[src/rtl/draw_layer_arbiter_mux_if.sv]
// Bus bundle for the draw-layer arbiter: per-channel object inputs, priority
// config port and the registered winner / overlap outputs.
interface draw_layer_arbiter_mux_if #(
    parameter int NUM_CH  = 8,
    parameter int COORD_W = 11,
    parameter int PRI_W   = 4
);
    logic                       startOfFrame;
    logic [NUM_CH*COORD_W-1:0]  offsetX;
    logic [NUM_CH*COORD_W-1:0]  offsetY;
    logic [NUM_CH-1:0]          drawRequest;
    logic [NUM_CH-1:0]          collisionIn;
    logic                       cfg_wr;
    logic [3:0]                 cfg_idx;
    logic [PRI_W-1:0]           cfg_pri;

    logic [COORD_W-1:0]         offset_x;
    logic [COORD_W-1:0]         offset_y;
    logic                       drawRequestOut;
    logic                       collision;
    logic [3:0]                 winner_idx;
    logic [NUM_CH-1:0]          overlap_frame;

    modport master (
        output startOfFrame, offsetX, offsetY, drawRequest, collisionIn,
               cfg_wr, cfg_idx, cfg_pri,
        input  offset_x, offset_y, drawRequestOut, collision, winner_idx,
               overlap_frame
    );

    modport slave (
        input  startOfFrame, offsetX, offsetY, drawRequest, collisionIn,
               cfg_wr, cfg_idx, cfg_pri,
        output offset_x, offset_y, drawRequestOut, collision, winner_idx,
               overlap_frame
    );
endinterface

[src/rtl/draw_layer_arbiter_mux.sv]
// N-channel draw-request arbiter: picks the highest-priority requesting object
// each cycle, registers its offsets/collision, and tracks per-frame overlaps.
module draw_layer_arbiter_mux #(
    parameter int NUM_CH   = 8,
    parameter int COORD_W  = 11,
    parameter int PRI_W    = 4,
    parameter int PRI_MODE = 1
) (
    input  logic                    clk,
    input  logic                    reset,
    draw_layer_arbiter_mux_if.slave bus
);

    logic [PRI_W-1:0]   pri_eff [NUM_CH];

    logic               any_req;
    logic [3:0]         win_idx;
    logic [COORD_W-1:0] win_x;
    logic [COORD_W-1:0] win_y;
    logic               win_col;
    logic [NUM_CH-1:0]  same_ovl;

    logic [COORD_W-1:0] offset_x_p1;
    logic [COORD_W-1:0] offset_y_p1;
    logic               draw_out_p1;
    logic               collision_p1;
    logic [3:0]         winner_idx_p1;
    logic [NUM_CH-1:0]  overlap_acc_p1;
    logic [NUM_CH-1:0]  overlap_frame_p1;

    generate
        if (PRI_MODE == 1) begin : g_prog_pri
            // A write lands after the edge, so the same-cycle decision still
            // sees the old table.
            always_ff @(posedge clk) begin
                if (reset) begin
                    for (int i = 0; i < NUM_CH; i++)
                        pri_eff[i] <= PRI_W'(NUM_CH - 1 - i);
                end else if (bus.cfg_wr) begin
                    for (int i = 0; i < NUM_CH; i++)
                        if (bus.cfg_idx == 4'(i))
                            pri_eff[i] <= bus.cfg_pri;
                end
            end
        end else begin : g_fixed_pri
            for (genvar g = 0; g < NUM_CH; g++) begin : g_const
                assign pri_eff[g] = PRI_W'(NUM_CH - 1 - g);
            end
        end
    endgenerate

    // Strict greater-than while scanning upward keeps ties on the lowest index.
    always_comb begin
        win_idx = 4'd0;
        win_x   = '0;
        win_y   = '0;
        win_col = 1'b0;
        any_req = 1'b0;
        for (int i = 0; i < NUM_CH; i++) begin
            if (bus.drawRequest[i] && (!any_req || pri_eff[i] > pri_eff[win_idx])) begin
                any_req = 1'b1;
                win_idx = 4'(i);
                win_x   = bus.offsetX[i*COORD_W +: COORD_W];
                win_y   = bus.offsetY[i*COORD_W +: COORD_W];
                win_col = bus.collisionIn[i];
            end
        end
    end

    // Every requester overlaps once two or more bits are set.
    always_comb begin
        same_ovl = '0;
        if (|(bus.drawRequest & (bus.drawRequest - NUM_CH'(1))))
            same_ovl = bus.drawRequest;
    end

    // ---- stage p1: registered outputs and overlap bookkeeping ----
    always_ff @(posedge clk) begin
        if (reset) begin
            offset_x_p1      <= '0;
            offset_y_p1      <= '0;
            draw_out_p1      <= 1'b0;
            collision_p1     <= 1'b0;
            winner_idx_p1    <= 4'd0;
            overlap_acc_p1   <= '0;
            overlap_frame_p1 <= '0;
        end else begin
            draw_out_p1   <= any_req;
            offset_x_p1   <= win_x;
            offset_y_p1   <= win_y;
            collision_p1  <= win_col;
            winner_idx_p1 <= win_idx;
            if (bus.startOfFrame) begin
                overlap_frame_p1 <= overlap_acc_p1 | same_ovl;
                overlap_acc_p1   <= '0;
            end else begin
                overlap_acc_p1   <= overlap_acc_p1 | same_ovl;
            end
        end
    end

    assign bus.offset_x       = offset_x_p1;
    assign bus.offset_y       = offset_y_p1;
    assign bus.drawRequestOut = draw_out_p1;
    assign bus.collision      = collision_p1;
    assign bus.winner_idx     = winner_idx_p1;
    assign bus.overlap_frame  = overlap_frame_p1;

endmodule

[src/flat_wrapper.sv]
// flat-port wrapper written by rule: the top's interface ports become plain ports
module draw_layer_arbiter_mux_flat 
#(
    parameter int NUM_CH   = 8,
    parameter int COORD_W  = 11,
    parameter int PRI_W    = 4,
    parameter int PRI_MODE = 1
)
  (clk, reset, bus_startOfFrame, bus_offsetX, bus_offsetY, bus_drawRequest, bus_collisionIn, bus_cfg_wr, bus_cfg_idx, bus_cfg_pri, bus_offset_x, bus_offset_y, bus_drawRequestOut, bus_collision, bus_winner_idx, bus_overlap_frame);
  draw_layer_arbiter_mux_if #(.NUM_CH(NUM_CH), .COORD_W(COORD_W), .PRI_W(PRI_W)) bus_i ();
  input  logic clk;
  input  logic reset;
  input wire logic [$bits(bus_i.startOfFrame)-1:0] bus_startOfFrame;
  input wire logic [$bits(bus_i.offsetX)-1:0] bus_offsetX;
  input wire logic [$bits(bus_i.offsetY)-1:0] bus_offsetY;
  input wire logic [$bits(bus_i.drawRequest)-1:0] bus_drawRequest;
  input wire logic [$bits(bus_i.collisionIn)-1:0] bus_collisionIn;
  input wire logic [$bits(bus_i.cfg_wr)-1:0] bus_cfg_wr;
  input wire logic [$bits(bus_i.cfg_idx)-1:0] bus_cfg_idx;
  input wire logic [$bits(bus_i.cfg_pri)-1:0] bus_cfg_pri;
  output wire logic [$bits(bus_i.offset_x)-1:0] bus_offset_x;
  output wire logic [$bits(bus_i.offset_y)-1:0] bus_offset_y;
  output wire logic [$bits(bus_i.drawRequestOut)-1:0] bus_drawRequestOut;
  output wire logic [$bits(bus_i.collision)-1:0] bus_collision;
  output wire logic [$bits(bus_i.winner_idx)-1:0] bus_winner_idx;
  output wire logic [$bits(bus_i.overlap_frame)-1:0] bus_overlap_frame;
  assign bus_i.startOfFrame = bus_startOfFrame;
  assign bus_i.offsetX = bus_offsetX;
  assign bus_i.offsetY = bus_offsetY;
  assign bus_i.drawRequest = bus_drawRequest;
  assign bus_i.collisionIn = bus_collisionIn;
  assign bus_i.cfg_wr = bus_cfg_wr;
  assign bus_i.cfg_idx = bus_cfg_idx;
  assign bus_i.cfg_pri = bus_cfg_pri;
  assign bus_offset_x = bus_i.offset_x;
  assign bus_offset_y = bus_i.offset_y;
  assign bus_drawRequestOut = bus_i.drawRequestOut;
  assign bus_collision = bus_i.collision;
  assign bus_winner_idx = bus_i.winner_idx;
  assign bus_overlap_frame = bus_i.overlap_frame;
  draw_layer_arbiter_mux #(.NUM_CH(NUM_CH), .COORD_W(COORD_W), .PRI_W(PRI_W), .PRI_MODE(PRI_MODE)) u_core (.clk(clk), .reset(reset), .bus(bus_i));
endmodule
[config.mk]
export PLATFORM = sky130hd
export DESIGN_NAME = draw_layer_arbiter_mux_flat
export DESIGN_NICKNAME = d
export VERILOG_FILES = /design/src/rtl/draw_layer_arbiter_mux_if.sv /design/src/rtl/draw_layer_arbiter_mux.sv /design/src/flat_wrapper.sv
export SDC_FILE = /design/constraint.sdc
export NUM_CORES = 1
export LEC_CHECK = 0
export BUFFER_PORTS_ARGS = -buffer_cell sky130_fd_sc_hd__buf_2
export CORE_ASPECT_RATIO = 0.8
export CORE_MARGIN = 5
export CORE_UTILIZATION = 29
export DETAILED_ROUTE_END_ITERATION = 16
export GPL_TIMING_DRIVEN = 0
export PLACE_DENSITY = 0.55
export SETUP_SLACK_MARGIN = 0.15
export SLEW_MARGIN = 0
export SYNTH_ARGS = -nofsm -noshare
export SYNTH_HDL_FRONTEND = slang
export SYNTH_SLANG_ARGS = --single-unit
export TNS_END_PERCENT = 30
[constraint.sdc]
create_clock -name clk -period 24.4 [get_ports clk]
set_input_delay 4.88 -clock clk [delete_from_list [all_inputs] [get_ports clk]]
set_output_delay 4.88 -clock clk [all_outputs]
set_load 0.03 [all_outputs]
==> summary.txt, run 1 <==
Status
  – Status: complete, no violations

Global routing
  – GRT overflow: 0
  – M2 GR Usage: 34.74%
  – GR Util met3: 4.915%
  – First-pass GRT wire length: 34.42 mm
  – Largest net degree at the start of global routing: 17
  – Busiest grt layer: met2
  – Overall routing resource usage: 20.64%
  – GR Util met1: 26.13%
  – Vias in the first global route: 5952
  – Initial antenna violation count: 3

Floorplanning
  – Die Y: 131.7 um
  – CORE AREA: 18170 um2
  – Ports: 240
  – FP Rows: 44
  – DIE AREA: 21360 um2
  – Initial Utilization: 29.57%
  – Die W: 162.2 um

STA
  – Fin worst setup slack: 7.416 ns
  – RSZ-0062 raised after global routing: false
  – Fmax: 58.88 MHz
  – Minimum clock period: 16.98 ns
  – Final Cycle Share: 69.61%
  – Clock Skew: 0.009259 ns
  – Final Hold Fails: 0
  – Final setup violation count: 0
  – Slew @ Worst Pin: 0.7394 ns
  – Post-route setup TNS: 0 ns
  – Rel. slew slack: 50.71%
  – Slew Limit Fails: 0

Place
  – GPL Wtd Cong: 0.9139
  – I/O Buffers: 237
  – DP Worst Slack: 7.105 ns
  – Dpl hpwl: 18.56 mm

Synth
  – Synth Register Bits: 75
  – Synthesized area: 5371 um2
  – Async SR Flop Fraction: 0%
  – Post-synthesis average cell area: 8.264 um2
  – Sequential share of the synthesized area: 33.92%
  – Number of enable flip-flop cells after synthesis: 32
  – Synth Flop Type: dfxtp_1
  – Synth warnings: 0
  – Syn nets: 882
  – Yosys cell types: 70
  – Cells after Synth: 650

Clock tree
  – Clk_lat worst skew: 0.35 ns
  – TritonCTS Buffers: 9
  – Max Root-Sink Buffers: 2
  – CTS resizes: 0
  – CTS H-Tree Depth: 3
  – Cts hold-fix bufs: 0
  – CTS sink count: 75
  – TritonCTS clock tree: done
  – Root buffer cell: clkbuf_16
  – CTS clk-pin slew, worst paths: 0.07 ns
  – Postcts setup bufs: 0

Cells and area
  – Storage cell area: 1822 um2
  – Area of the multi-input gates: 3179 um2
  – Commonest non-fill, non-tap cell in the layout: buf_2
  – Area grow syn2layout: 32.96%
  – Fill cells: 1948
  – Share of layout cells above drive strength 1: 33.78%
  – NumNets Final: 1130
  – Most frequent cells in the layout: buf_2 (249), nor2_1 (70), nand2_1 (52)

Setup path
  – Crit start category: input pin
  – Critical path class: input pin to register
  – CP max stage cell: a2bb2oi_2
  – CP max FO: 10
  – Arrival @ worst endpoint: 17.19 ns
  – Endpoint class of the critical path: register
  – Slowest stage delay, CP: 0.52 ns
  – Critical path's most frequent cell: ha_1
  – WP data required: 24.61 ns

Drt
  – Vias per Instance: 5.394
  – First DRT Iteration DRCs: 595
  – Remaining DRCs: 0
  – Drt wl/cell: 20.31 um
  – DRT Pass-1 Iters: 5
  – Detail Route Antenna Nets: 0
  – DR vias: 6122
  – Routed WL: 23.06 mm

Run
  – Max Cap Violations: 0

Hold path
  – Worst hold-check path type: register to register

Power and ir drop
  – Maximum vdd drop: 0.00003154 V
  – Leak pwr: 0.003165 uW
  – Cell Pwr Density: 92.19 nW/um2
[final timing paths]
path / start / to / slack (ns) / cells after the start
worst max-delay path: bus_drawRequest[0] / u_core.bus.offset_y[4] / 7.42 / 53
worst min register to register: u_core.overlap_acc_p1[4] / u_core.overlap_acc_p1[4] / 0.45 / 2
worst min-delay path: u_core.overlap_acc_p1[4] / u_core.overlap_acc_p1[4] / 0.45 / 2
worst max register to register: u_core.pri_eff[1][3] / u_core.bus.offset_y[4] / 11.38 / 52
[where the power goes]
group | internal (uW) | switching [uW]
Sequential | 155 | 8.98
Combinational | 133 | 229
Clock | 71.8 | 61.3
Total | 360 | 299
[state kept, by name (all words and copies together) (netlist names)]
| register | flops |
|---|---|
| u_core.pri_eff | 32 |
| u_core.bus.winner_idx | 3 |
| u_core.overlap_acc_p1 | 8 |
| u_core.bus.overlap_frame | 8 |
| u_core.bus.offset_x | 11 |
| u_core.bus.collision | 1 |
| u_core.bus.drawRequestOut | 1 |
| u_core.bus.offset_y | 11 |
[area by class of cell]
class,instances,share of cell area [%]
inverter,29,1.542
antenna,2,0.07008
buffer,47,3.644
sequential,75,25.51
clock inverter,7,0.9285
timing repair buffer,237,16.61
tap,230,4.029
clock buffer,9,3.153
multi-input combinational,499,44.52
[synthesized netlist by cell type, types with 3 or more instances]
library cell | count | area (um2)
buf_6 | 5 | 56.30
dfxtp_1 | 43 | 860.8
nor2_1 | 70 | 262.8
o22a_1 | 11 | 96.34
clkbuf_1 | 24 | 90.09
nand2_1 | 52 | 195.2
nor2b_1 | 6 | 37.54
or3_1 | 12 | 75.07
inv_1 | 28 | 105.1
nand4_1 | 4 | 25.02
edfxtp_1 | 32 | 960.9
o211ai_1 | 13 | 97.59
nand2_2 | 3 | 18.77
nand2b_1 | 12 | 75.07
buf_2 | 12 | 60.06
a21oi_1 | 26 | 130.1
a22oi_1 | 4 | 30.03
a211o_1 | 3 | 26.28
o21bai_1 | 5 | 37.54
o21ai_1 | 12 | 60.06
nand3b_1 | 4 | 30.03
a31o_2 | 3 | 26.28
or2_2 | 3 | 18.77
buf_4 | 4 | 30.03
o21ai_0 | 45 | 225.2
mux2i_1 | 7 | 70.07
a31oi_1 | 28 | 175.2
ha_1 | 28 | 350.3
nand3_1 | 27 | 135.1
a211oi_1 | 32 | 240.2
o31ai_1 | 12 | 90.09
a21o_1 | 6 | 45.04
nor4_1 | 10 | 62.56
o22ai_1 | 15 | 93.84
and2_1 | 5 | 31.28
[routing by layer]
layer | vias to the layer above | wire, um
met4 | 2 | 637
li1 | 2946 | -
met2 | 243 | 10690
met1 | 2889 | 10060
met3 | 42 | 1655
met5 | - | 13
[stage by stage]
| stage | area (um2) | hold WS, ns | cells | utilization, % | power [uW] |
|---|---|---|---|---|---|
| detailed placement | 6845 | 0.4408 | 1117 | 37.68 | 526.0 |
| CTS | 7137 | 0.4554 | 1133 | 39.28 | 659.7 |
| global route | 7142 | 0.4785 | 1135 | 39.31 | 698.1 |
| floorplan | 5371 | 0.4244 | 650 | - | 412.1 |
| global placement | 6845 | 0.4349 | 1117 | 37.68 | 523.1 |
| finish | 7142 | 0.4549 | 1135 | 39.31 | 658.4 |
[logic make-up after synthesis]
kind of cell	count (synthesis)	share of synthesized area, %
AOI/OAI and AO/OA	238	30.21
other	1	0.06981
and+or+nand+nor	223	20.59
muxes	9	1.794
buffers and inverters	76	6.895
DFF	75	33.92
adders and majority gates	28	6.522
[worst max-delay path, delay by kind of cell]
| kind | cells | cell delay [ns] |
|---|---|---|
| compound gates | 24 | 5.58 |
| fa+ha+maj | 6 | 1.87 |
| buf+inv | 10 | 2.40 |
| mux | 2 | 0.76 |
| simple gates | 11 | 1.65 |
No activity file was read; power rests on OpenSTA's default activity.
==> inputs of run 2 (changes only) <==
ABC_AREA = 1   (was default)
PLACE_DENSITY = 0.53   (was 0.55)
clock period = 16.6 ns   (was 24.4 ns; I/O delays follow)
==> run 2 against run 1 <==
Largest power group unchanged. Worst hold slack better by 0.00058 ns. Sequential power up 49%. Synthesized area up 13%. Via count up 17%.
==> summary.txt, run 2 <==
STA
  – Slew Limit Fails: 0
  – Final setup violation count: 0
  – Clock Skew: 0.01631 ns
  – Fmax: 69.74 MHz
  – Minimum clock period: 14.34 ns
  – Final Cycle Share: 86.38%
  – Rel. slew slack: 53.60%
  – Final Hold Fails: 0
  – Post-route setup TNS: 0 ns
  – Slew @ Worst Pin: 0.6960 ns
  – RSZ-0062 raised after global routing: false

Setup path
  – CP max stage cell: a21oi_1
  – WP data required: 16.85 ns
  – Arrival @ worst endpoint: 14.59 ns
  – Slowest stage delay, CP: 0.50 ns
  – Critical path class: input pin to register
  – R2R depth: 80
  – CP max FO: 10
  – Critical path buffers and inverters: 14
  – Critical path's most frequent cell: nand2_1
  – Crit start category: input pin
  – Endpoint class of the critical path: register
  – Setup slack, reg-to-reg: 4.35 ns
  – Worst R2R End: u_core.bus.collision
  – Reg2reg start: u_core.pri_eff[0][3]
  – Cell family with the largest share of critical-path delay: simple AND/OR/NAND/NOR gates

Synth
  – Synthesized area: 6055 um2
  – Cells after Synth: 963
  – Most area-hungry cell type in the Yosys netlist: nand2_1
  – Post-synthesis average cell area: 6.287 um2
  – Yosys cell types: 38
  – Synth top area cells: nand2_1 (20%), edfxtp_1 (16%), dfxtp_1 (14%)
  – Async SR Flop Fraction: 0%
  – Synth warnings: 0
  – Synth Flop Type: dfxtp_1
  – Sequential share of the synthesized area: 30.09%
  – Post-synth top area share: 19.84%
  – Synth cell count leaders: nand2_1 (320), inv_1 (104), nor2_1 (102), nand3_1 (72), o21ai_0 (61)
  – Syn nets: 1195
  – Top-count cell post-synth: nand2_1
  – Number of enable flip-flop cells after synthesis: 32
  – Synth Register Bits: 75

Global routing
  – Largest net degree at the start of global routing: 15
  – Overall routing resource usage: 20.65%
  – Initial antenna violation count: 0
  – GRT overflow: 0
  – First-pass GRT wire length: 38.07 mm
  – Vias in the first global route: 6647

Drt
  – DRT Pass-1 Iters: 7
  – Detail Route Antenna Nets: 0
  – Vias per Instance: 4.813
  – Drt wl/cell: 17.50 um
  – Routed WL: 25.99 mm
  – DR vias: 7148
  – First DRT Iteration DRCs: 579
  – Remaining DRCs: 0

Clock tree
  – Cts hold-fix bufs: 0
  – TritonCTS Buffers: 9
  – CTS sink count: 75
  – Clk_lat worst skew: 0.35 ns
  – CTS H-Tree Depth: 3
  – Postcts setup bufs: 0
  – TritonCTS clock tree: done
  – CTS clk-pin slew, worst paths: 0.07 ns
  – CTS resizes: 0
  – Root buffer cell: clkbuf_16
  – Max Root-Sink Buffers: 2

Cells and area
  – Area grow syn2layout: 30.54%
  – Reg with most FFs: u_core.pri_eff
  – Share of layout cells above drive strength 1: 27.47%
  – NumNets Final: 1443
  – Core Util, Final: 38.29%
  – Antenna cells: 0
  – Max reg flops: 32
  – Commonest non-fill, non-tap cell in the layout: nand2_1
  – Most frequent cells in the layout: nand2_1 (320), buf_2 (254), inv_1 (104)

Floorplanning
  – Ports: 240
  – Die Y: 139.2 um
  – DIE AREA: 23890 um2
  – CORE AREA: 20640 um2
  – Die W: 171.5 um
  – Initial Utilization: 29.33%
  – FP Rows: 47

Power and ir drop
  – Maximum vdd drop: 0.00009519 V
  – Cell Pwr Density: 151.4 nW/um2
  – Leak pwr: 0.004265 uW

Hold path
  – Hold wc startpoint: u_core.overlap_acc_p1[3]
  – Hold depth: 2
  – Worst hold-check path type: register to register
  – Hold Path Sink: u_core.overlap_acc_p1[3]

Place
  – Dpl hpwl: 21.50 mm
  – GPL Wtd Cong: 0.9181
  – I/O Buffers: 237

Status
  – Status: complete, no violations

Run
  – Max Cap Violations: 0
[run 2: tightest hold or removal path: stages, from the launching register on]
cell	delay [ns]
dfxtp_1	0.31
a21oi_1	0.05
nor2_1	0.07
[run 2: final cells by class]
type	instances	area (um2)
Fill cell	2335	12740
Tap cell	269	336.6
Clock buffer	11	264.0
Buffer	47	254.0
Multi-Input combinational cell	728	3550
Sequential cell	75	1822
Clock inverter	5	62.56
Inverter	113	429.2
Timing Repair Buffer	237	1186
[run 2: logic make-up (layout without fill, tap and decap cells)]
logic type	Yosys count	in the layout	synth area share, %
AND/OR/NAND/NOR	542	542	37.84
buffers and inverters	160	413	11.28
AO/OA/AOI/OAI	156	156	14.78
flip-flops	75	75	30.09
adder cells (fa/ha/maj)	28	28	5.786
other	1	1	0.06194
multiplexers	1	1	0.1653
[run 2: worst max-delay path by stage]
stage	startpoint	endpoint	slack (ns)	cells past startpoint
5_1_grt	bus_drawRequest[1]	u_core.bus.collision	1.06	76
4_1_cts	bus_drawRequest[1]	u_core.bus.collision	2.36	78
3_3_place_gp	bus_drawRequest[1]	u_core.bus.collision	2.10	75
3_5_place_dp	bus_drawRequest[1]	u_core.bus.collision	2.06	77
2_1_floorplan	bus_drawRequest[0]	u_core.bus.winner_idx[2]	4.86	78
6_report	bus_drawRequest[1]	u_core.bus.collision	2.26	76
[run 2: through the flow]
step	area (um2)	total power, uW	hold slack [ns]	setup slack [ns]	std cells
final	7904	1197	0.4555	2.262	1485
after global placement	7577	966.1	0.4371	2.099	1469
after global routing	7904	1292	0.4593	1.058	1485
after floorplan	6055	745.0	0.4244	4.860	963
after CTS	7904	1191	0.4558	2.362	1485
after detailed placement	7577	971.3	0.4401	2.059	1469
[run 2: metal layers]
layer	part of all wire, %	global-route usage [%]	up-vias	wire length (um)
li1	-	-	3581	-
met1	45	29.67	3184	11670
met2	43	31.32	346	11170
met3	10	4.933	37	2651
met4	1.9	4.835	0	493
met5	0	0	-	0
[run 2: power breakdown]
part / switching (uW) / internal, uW
Sequential: 14.6 / 229
Clock: 87.9 / 132
Combinational: 494 / 240
